File: src/rtl/firing_pkg.sv
// Shared definitions for the multi-target firing datapath: FSM state encoding,
// default coordinate widths and the default bird hitbox / player cursor extents.
// No ports; imported by multi_target_firing_unit and box_overlap.
package firing_pkg;

    typedef enum logic [1:0] {
        IDLE    = 2'd0,
        SCAN    = 2'd1,
        RESOLVE = 2'd2,
        RELOAD  = 2'd3
    } fire_state_t;

    localparam int DEF_XW       = 8;
    localparam int DEF_YW       = 8;
    localparam int DEF_HITBOX_X = 14;
    localparam int DEF_HITBOX_Y = 9;
    localparam int DEF_CURSOR   = 3;

    // Index width for n channels; a single channel still gets a 1-bit index.
    function automatic int idx_width(input int n);
        return (n > 1) ? $clog2(n) : 1;
    endfunction

endpackage

File: src/rtl/multi_target_firing_unit_box_overlap.sv
// box_overlap: 1-D interval overlap between [a_pos, a_pos+EXT_A-1] and
// [b_pos, b_pos+EXT_B-1]. Purely combinational (zero latency, no backpressure).
// Ports: a_pos/b_pos interval left edges (W bits), overlap = intervals share a pixel.
module box_overlap #(
    parameter int W     = 8,
    parameter int EXT_A = 14,
    parameter int EXT_B = 3
) (
    input  logic [W-1:0] a_pos,
    input  logic [W-1:0] b_pos,
    output logic         overlap
);
    localparam logic [W:0] A_OFF = (W+1)'(EXT_A - 1);
    localparam logic [W:0] B_OFF = (W+1)'(EXT_B - 1);

    logic [W:0] a_ext;
    logic [W:0] b_ext;
    logic [W:0] a_end;
    logic [W:0] b_end;

    // One extra bit so a box near the screen edge never wraps back to zero.
    assign a_ext   = {1'b0, a_pos};
    assign b_ext   = {1'b0, b_pos};
    assign a_end   = a_ext + A_OFF;
    assign b_end   = b_ext + B_OFF;
    assign overlap = (b_ext <= a_end) && (a_ext <= b_end);

endmodule

File: src/rtl/multi_target_firing_unit.sv
// Resolves a player shot against NUM_BIRDS birds, scanning one bird per cycle through
// one shared X/Y comparator pair; tracks ammo, a sticky hit mask and reload escapes.
// Latency: fire accepted in cycle N -> done in cycle N+NUM_BIRDS+1; requests outside IDLE are dropped.
// Ports: clk/reset (async, active-high), fire_req/reload_req, cursor and packed bird
// coordinates, bird_busy; outputs busy, done, hit, hit_idx, hit_mask, remaining_shots,
// escape_mask. Optional macro FIRING_SCORE_EN adds saturating score and perfect_round.
module multi_target_firing_unit
    import firing_pkg::*;
#(
    parameter int NUM_BIRDS = 2,
    parameter int SHOTS     = 3,
    parameter int XW        = DEF_XW,
    parameter int YW        = DEF_YW,
    parameter int HITBOX_X  = DEF_HITBOX_X,
    parameter int HITBOX_Y  = DEF_HITBOX_Y,
    parameter int CURSOR    = DEF_CURSOR,
    localparam int SW       = $clog2(SHOTS + 1),
    localparam int IW       = idx_width(NUM_BIRDS)
) (
    input  logic                    clk,
    input  logic                    reset,
    input  logic                    fire_req,
    input  logic                    reload_req,
    input  logic [XW-1:0]           x_player,
    input  logic [YW-1:0]           y_player,
    input  logic [NUM_BIRDS*XW-1:0] x_bird,
    input  logic [NUM_BIRDS*YW-1:0] y_bird,
    input  logic [NUM_BIRDS-1:0]    bird_busy,
    output logic                    busy,
    output logic                    done,
    output logic                    hit,
    output logic [IW-1:0]           hit_idx,
    output logic [NUM_BIRDS-1:0]    hit_mask,
    output logic [SW-1:0]           remaining_shots,
    output logic [NUM_BIRDS-1:0]    escape_mask
`ifdef FIRING_SCORE_EN
    ,
    output logic [15:0]             score,
    output logic                    perfect_round
`endif
);
    localparam logic [IW-1:0] LAST_IDX   = IW'(NUM_BIRDS - 1);
    localparam logic [SW-1:0] FULL_SHOTS = SW'(SHOTS);

    fire_state_t             state_q, state_d;
    logic [XW-1:0]           xp_q, xp_d;
    logic [YW-1:0]           yp_q, yp_d;
    logic [NUM_BIRDS*XW-1:0] xb_q, xb_d;
    logic [NUM_BIRDS*YW-1:0] yb_q, yb_d;
    logic [NUM_BIRDS-1:0]    busy_l_q, busy_l_d;
    logic [IW-1:0]           idx_q, idx_d;
    logic                    found_q, found_d;
    logic [IW-1:0]           found_idx_q, found_idx_d;
    logic [NUM_BIRDS-1:0]    hit_mask_q, hit_mask_d;
    logic [SW-1:0]           shots_q, shots_d;
    logic                    busy_q, busy_d;
    logic                    done_q, done_d;
    logic                    hit_q, hit_d;
    logic [IW-1:0]           hit_idx_q, hit_idx_d;
    logic [NUM_BIRDS-1:0]    escape_q, escape_d;
`ifdef FIRING_SCORE_EN
    logic [15:0]             score_q, score_d;
    logic                    perfect_q, perfect_d;
`endif

    // Currently scanned bird, selected from the snapshot taken at fire time.
    logic [XW-1:0] xb_cur;
    logic [YW-1:0] yb_cur;
    logic          cur_busy, cur_masked;
    logic          ov_x, ov_y, cand, found_now;
    logic [IW-1:0] sel_idx;

    always_comb begin
        xb_cur     = '0;
        yb_cur     = '0;
        cur_busy   = 1'b0;
        cur_masked = 1'b0;
        for (int i = 0; i < NUM_BIRDS; i++) begin
            if (idx_q == IW'(i)) begin
                xb_cur     = xb_q[i*XW +: XW];
                yb_cur     = yb_q[i*YW +: YW];
                cur_busy   = busy_l_q[i];
                cur_masked = hit_mask_q[i];
            end
        end
    end

    box_overlap #(.W(XW), .EXT_A(HITBOX_X), .EXT_B(CURSOR)) u_ov_x (
        .a_pos(xb_cur), .b_pos(xp_q), .overlap(ov_x)
    );
    box_overlap #(.W(YW), .EXT_A(HITBOX_Y), .EXT_B(CURSOR)) u_ov_y (
        .a_pos(yb_cur), .b_pos(yp_q), .overlap(ov_y)
    );

    assign cand      = ~cur_busy & ~cur_masked & ov_x & ov_y;
    // Lowest index wins: once a candidate is recorded, later ones are ignored.
    assign found_now = found_q | cand;
    assign sel_idx   = found_q ? found_idx_q : idx_q;

    always_comb begin
        state_d     = state_q;
        xp_d        = xp_q;
        yp_d        = yp_q;
        xb_d        = xb_q;
        yb_d        = yb_q;
        busy_l_d    = busy_l_q;
        idx_d       = idx_q;
        found_d     = found_q;
        found_idx_d = found_idx_q;
        hit_mask_d  = hit_mask_q;
        shots_d     = shots_q;
        busy_d      = busy_q;
        hit_idx_d   = hit_idx_q;
        done_d      = 1'b0;
        hit_d       = 1'b0;
        escape_d    = '0;
`ifdef FIRING_SCORE_EN
        score_d     = score_q;
        perfect_d   = 1'b0;
`endif
        case (state_q)
            IDLE: begin
                if (reload_req) begin
                    state_d    = RELOAD;
                    escape_d   = ~hit_mask_q;
                    hit_mask_d = '0;
                    shots_d    = FULL_SHOTS;
`ifdef FIRING_SCORE_EN
                    perfect_d  = &hit_mask_q;
`endif
                end else if (fire_req && (shots_q != '0)) begin
                    state_d     = SCAN;
                    xp_d        = x_player;
                    yp_d        = y_player;
                    xb_d        = x_bird;
                    yb_d        = y_bird;
                    busy_l_d    = bird_busy;
                    shots_d     = shots_q - SW'(1);
                    idx_d       = '0;
                    found_d     = 1'b0;
                    found_idx_d = '0;
                    busy_d      = 1'b1;
                end
            end
            SCAN: begin
                if (cand && !found_q) begin
                    found_d     = 1'b1;
                    found_idx_d = idx_q;
                end
                if (idx_q == LAST_IDX) begin
                    // Outputs are registered, so the result is staged here and
                    // becomes visible during the RESOLVE cycle.
                    state_d   = RESOLVE;
                    done_d    = 1'b1;
                    busy_d    = 1'b0;
                    hit_d     = found_now;
                    hit_idx_d = found_now ? sel_idx : '0;
                    if (found_now) begin
                        hit_mask_d = hit_mask_q | (NUM_BIRDS'(1) << sel_idx);
`ifdef FIRING_SCORE_EN
                        if (score_q != 16'hFFFF) begin
                            score_d = score_q + 16'd1;
                        end
`endif
                    end
                end else begin
                    idx_d = idx_q + IW'(1);
                end
            end
            RESOLVE: state_d = IDLE;
            RELOAD:  state_d = IDLE;
            default: state_d = IDLE;
        endcase
    end

    always_ff @(posedge clk or posedge reset) begin
        if (reset) begin
            state_q     <= IDLE;
            xp_q        <= '0;
            yp_q        <= '0;
            xb_q        <= '0;
            yb_q        <= '0;
            busy_l_q    <= '0;
            idx_q       <= '0;
            found_q     <= 1'b0;
            found_idx_q <= '0;
            hit_mask_q  <= '0;
            shots_q     <= FULL_SHOTS;
            busy_q      <= 1'b0;
            done_q      <= 1'b0;
            hit_q       <= 1'b0;
            hit_idx_q   <= '0;
            escape_q    <= '0;
`ifdef FIRING_SCORE_EN
            score_q     <= '0;
            perfect_q   <= 1'b0;
`endif
        end else begin
            state_q     <= state_d;
            xp_q        <= xp_d;
            yp_q        <= yp_d;
            xb_q        <= xb_d;
            yb_q        <= yb_d;
            busy_l_q    <= busy_l_d;
            idx_q       <= idx_d;
            found_q     <= found_d;
            found_idx_q <= found_idx_d;
            hit_mask_q  <= hit_mask_d;
            shots_q     <= shots_d;
            busy_q      <= busy_d;
            done_q      <= done_d;
            hit_q       <= hit_d;
            hit_idx_q   <= hit_idx_d;
            escape_q    <= escape_d;
`ifdef FIRING_SCORE_EN
            score_q     <= score_d;
            perfect_q   <= perfect_d;
`endif
        end
    end

    assign busy            = busy_q;
    assign done            = done_q;
    assign hit             = hit_q;
    assign hit_idx         = hit_idx_q;
    assign hit_mask        = hit_mask_q;
    assign remaining_shots = shots_q;
    assign escape_mask     = escape_q;
`ifdef FIRING_SCORE_EN
    assign score           = score_q;
    assign perfect_round   = perfect_q;
`endif

endmodule

File: config.mk
export PLATFORM = sky130hd
export DESIGN_NAME = multi_target_firing_unit
export DESIGN_NICKNAME = d
export VERILOG_FILES = /design/src/rtl/firing_pkg.sv /design/src/rtl/multi_target_firing_unit_box_overlap.sv /design/src/rtl/multi_target_firing_unit.sv
export SDC_FILE = /design/constraint.sdc
export NUM_CORES = 1
export LEC_CHECK = 0
export ABC_AREA = 1
export CORE_ASPECT_RATIO = 0.75
export CORE_MARGIN = 2
export CORE_UTILIZATION = 56
export CTS_BUF_LIST = sky130_fd_sc_hd__clkbuf_4 sky130_fd_sc_hd__clkbuf_8
export DETAILED_ROUTE_END_ITERATION = 12
export HOLD_SLACK_MARGIN = 0.02
export MAX_ROUTING_LAYER = met4
export PLACE_DENSITY = 0.83
export SLEW_MARGIN = 20
export SYNTH_ARGS = -nofsm -noshare
export SYNTH_HDL_FRONTEND = slang
export SYNTH_SLANG_ARGS = --single-unit
export TNS_END_PERCENT = 100
File: constraint.sdc
create_clock -name clk -period 3.4 [get_ports clk]
set_input_delay 0.68 -clock clk [delete_from_list [all_inputs] [get_ports clk]]
set_output_delay 0.68 -clock clk [all_outputs]
set_load 0.01 [all_outputs]
==> impl_metrics.py <==
metrics = {
    "synthesis": {
        "synthDistinctLibCells": 39,
        "yosys_warnings": 0,
        "synth_area_per_cell_sq_um": 7.84,
        "syn-num-nets": 606,
        "syn_inst": 514,
        "synth-seq-cells": 65,
        "ys_seq_area_share_pct": 40.4,
        "synth.cell_area_sq_mm": 0.00403,
    },
    "die": {
        "die_y_microns": 77.5,
        "initial_core_util_pct": 58.5,
        "coreArea_sq_mm": 0.00690,
        "ios": 64,
        "row_count": 26,
        "die_area_sq_mm": 0.00790,
        "die_x_microns": 102,
    },
    "sta": {
        "fmax_mhz": 339,
        "worst_slew_margin_rel_pct": 54.4,
        "hold_viol": 0,
        "final.setup.tns_ns": 0,
        "fin_crit_ns": 2.95,
        "worst-slew-pin-transition_ns": 0.683,
        "setup_viol": 0,
        "finalClockSkew_ns": 0.00816,
        "fin_ws_ns": 0.451,
        "fin_crit_sh_pct": 86.7,
        "slew_viol_final": 0,
        "grt_setup_unrepaired": "no",
    },
    "final_layout": {
        "drive_gt1_share_pct": 9.23,
        "nets": 672,
        "finalNonFillerCells": 683,
        "final_area_sq_mm": 0.00500,
        "syn2layout_area_growth_pct": 24.1,
        "num_antenna_cells": 0,
    },
    "placed_design": {
        "gp_congestion": 0.894,
        "place_area_sq_mm": 0.00476,
        "dpl.cell_count": 667,
        "detailedPlace.worstSlack_ns": 0.495,
        "place_hpwl_mm": 6.92,
        "portBuffers": 63,
    },
    "power_and_ir_drop": {
        "ir_drop_mv": 0.430,
        "leakagePower_nw": 2.56,
        "power_w": 0.00504,
        "switching_power_w": 0.00226,
        "switching_share_pct": 44.9,
        "p_per_area_mw_per_mm2": 1010,
        "internal_power_w": 0.00278,
        "power_frac_seq_pct": 27.8,
        "power_frac_comb_pct": 55.9,
        "clkPwrFrac_pct": 16.3,
    },
    "setup_path": {
        "setup.worst_path.class": "flop to flop",
        "critPathLaunchType": "flop",
        "rr_startpoint": "idx_q",
        "critPathLaunch": "idx_q",
        "worstPathArrival_ns": 3.24,
        "crit_slowest_cell": "dfrtp_1",
        "crit_path_max_fanout": 28,
        "cp.required_ns": 3.69,
        "timing.critical_path.mode_cell": "nand2_1",
        "slowest_delay_ns": 0.39,
        "crit_chain": "buf_4 > o21ai_1 > inv_1 > ha_1 > inv_1 > nand2_1 > xnor2_1 > ha_1 > nand2_1 > nor2_1 > nand2_1 > nand3_1 > nand2_1 > nand2_1 > nand2_1 > nand2_1 > nand2_1 > nand2_1 > nor2_2 > nand2_2 > nand3_2 > nand2_1 > nand2_1 > nand2_1",
        "end_kind": "flop",
    },
    "clock_tree": {
        "clock-root-buffer": "clkbuf_8",
        "postCtsHoldBufs": 0,
        "path_clk_slew_ns": 0.08,
        "cts_setup_buffers": 0,
        "htree_levels": 3,
        "clk_path_buf_depth": 2,
        "cts_resized": 0,
        "cts_buffers": 9,
        "cts_sinks": 65,
        "worstSkewPairLatency_ns": 0.35,
        "cts_tree": "yes",
    },
    "worst_hold_path": {
        "hp-start": "xb_q[8]",
        "hold_class": "flop to flop",
    },
    "routing": {
        "avgViaCountPerCell": 5.10,
        "routed-via-count": 3480,
        "wl_per_cell_microns": 14.1,
        "drtPass1Iterations": 4,
        "ant_nets": 0,
        "drc": 0,
        "drt_iter0_drc": 143,
        "finalWirelength_mm": 9.60,
    },
    "global_route": {
        "antenna_found_initial": 0,
        "grt_pass1_wl_mm": 16.5,
        "grt_max_degree": 66,
        "grt_usage_pct": 27.3,
        "grt_overflow": 0,
        "grt_pass1_vias": 3511,
    },
    "job": {
        "cap_viol_max_count": 0,
    },
    "run_status": {
        "status": "complete, no violations",
    },
}
==> power groups by stage <==
stage                     Clock, W  Combinational [W]  Sequential, W
after detailed placement         0            0.00276        0.00140
after global placement           0            0.00261        0.00139
after CTS                 0.000832            0.00281        0.00139
final                     0.000821            0.00282        0.00140
after global routing      0.000868            0.00321        0.00144
after floorplan                  0            0.00209        0.00135
==> state kept, by name (all words and copies together), names as in the netlist <==
signal	flops
busy	1
busy_l_q	2
done	1
escape_mask	2
found_idx_q	1
found_q	1
hit	1
hit_idx	1
hit_mask	2
idx_q	1
remaining_shots	2
state_q	2
xb_q	16
xp_q	8
yb_q	16
yp_q	8
==> metal layers <==
layer | vias up | wire, microns | track usage [%]
met1 | 1628 | 4750 | 36.7
met4 | 0 | 109 | 6.80
li1 | 1756 | - | -
met3 | 14 | 418 | 5.68
met5 | - | 0 | -
met2 | 82 | 4320 | 42.5
==> placed cells by master (no fill, tap or decap), drive strengths merged <==
cell	netlist	routed
clkbuf	9	11
buf	5	6
xor2	9	9
bufinv	0	3
a21o	2	2
o32ai	1	1
clkdlybuf4s50	0	63
xnor2	9	9
a22oi	1	1
nand3b	5	5
dfrtp	63	63
a21boi	1	1
o21ai	36	36
clkinv	0	1
nand4	4	4
inv	54	54
nor2	25	25
nor4	2	2
or2	3	3
nand3	13	13
nand2	212	212
nor3	2	2
and3	1	1
a31oi	1	1
nor3b	2	2
ha	38	38
clkinvlp	0	1
dfstp	2	2
a21oi	14	14
==> synth_stat cells (all sizes together) <==
cell type	n	share of area, %
a21boi	1	0.19
a21o	2	0.37
a21oi	14	2.0
a22oi	1	0.19
a31oi	1	0.31
and3	1	0.28
buf	5	1.3
clkbuf	9	0.84
dfrtp	63	39
dfstp	2	1.3
ha	38	12
inv	54	5.0
nand2	212	20
nand3	13	1.7
nand3b	5	0.93
nand4	4	0.62
nor2	25	2.6
nor3	2	0.37
nor3b	2	0.37
nor4	2	0.68
o21ai	36	5.2
o32ai	1	0.22
or2	3	0.47
xnor2	9	2.0
xor2	9	2.0
==> critical path: cells and delay by family, from the launching register on <==
kind | cells | cell delay, ns
compound gates | 1 | 0.21
xor+xnor | 1 | 0.14
simple gates | 17 | 1.21
flops | 1 | 0.39
buf+inv | 3 | 0.42
fa+ha+maj | 2 | 0.53
==> logic make-up (layout without fill, tap and decap cells) <==
group	count (synthesis)	in the layout	share of synthesized area, %
xor gates and xnor gates	18	18	3.91
and+or+nand+nor	269	269	28.2
buffers and inverters	68	139	7.17
AOI/OAI and AO/OA	56	56	8.50
adders and majority gates	38	38	11.8
DFF	65	65	40.4
==> stage by stage <==
stage          util, %  hold WS, ns
2_1_floorplan        -        0.434
3_3_place_gp      69.0        0.449
3_5_place_dp      69.0        0.457
4_1_cts           72.6        0.478
5_1_grt           72.6        0.498
6_report          72.6        0.477
==> final cells by class <==
| cell class | count | area [sq um] |
|---|---|---|
| clock inverters | 5 | 103 |
| multi-input cells | 381 | 2110 |
| inverters | 54 | 203 |
| fillers | 534 | 1890 |
| flip-flops and latches | 65 | 1630 |
| well taps | 98 | 123 |
| clock buffers | 11 | 145 |
| repair buffers | 69 | 688 |
==> path summary, 6_finish.rpt <==
check,end,slack (ns),depth (start not counted)
max,hit_mask[0],0.45,24
min,xb_q[8],0.48,2
max reg2reg,hit_mask[0],0.45,24
min reg2reg,xb_q[8],0.48,2
max in group asynchronous,remaining_shots[1],2.37,3
min in group asynchronous,yb_q[15],0.71,3
Power figures use the tool's default switching activity.
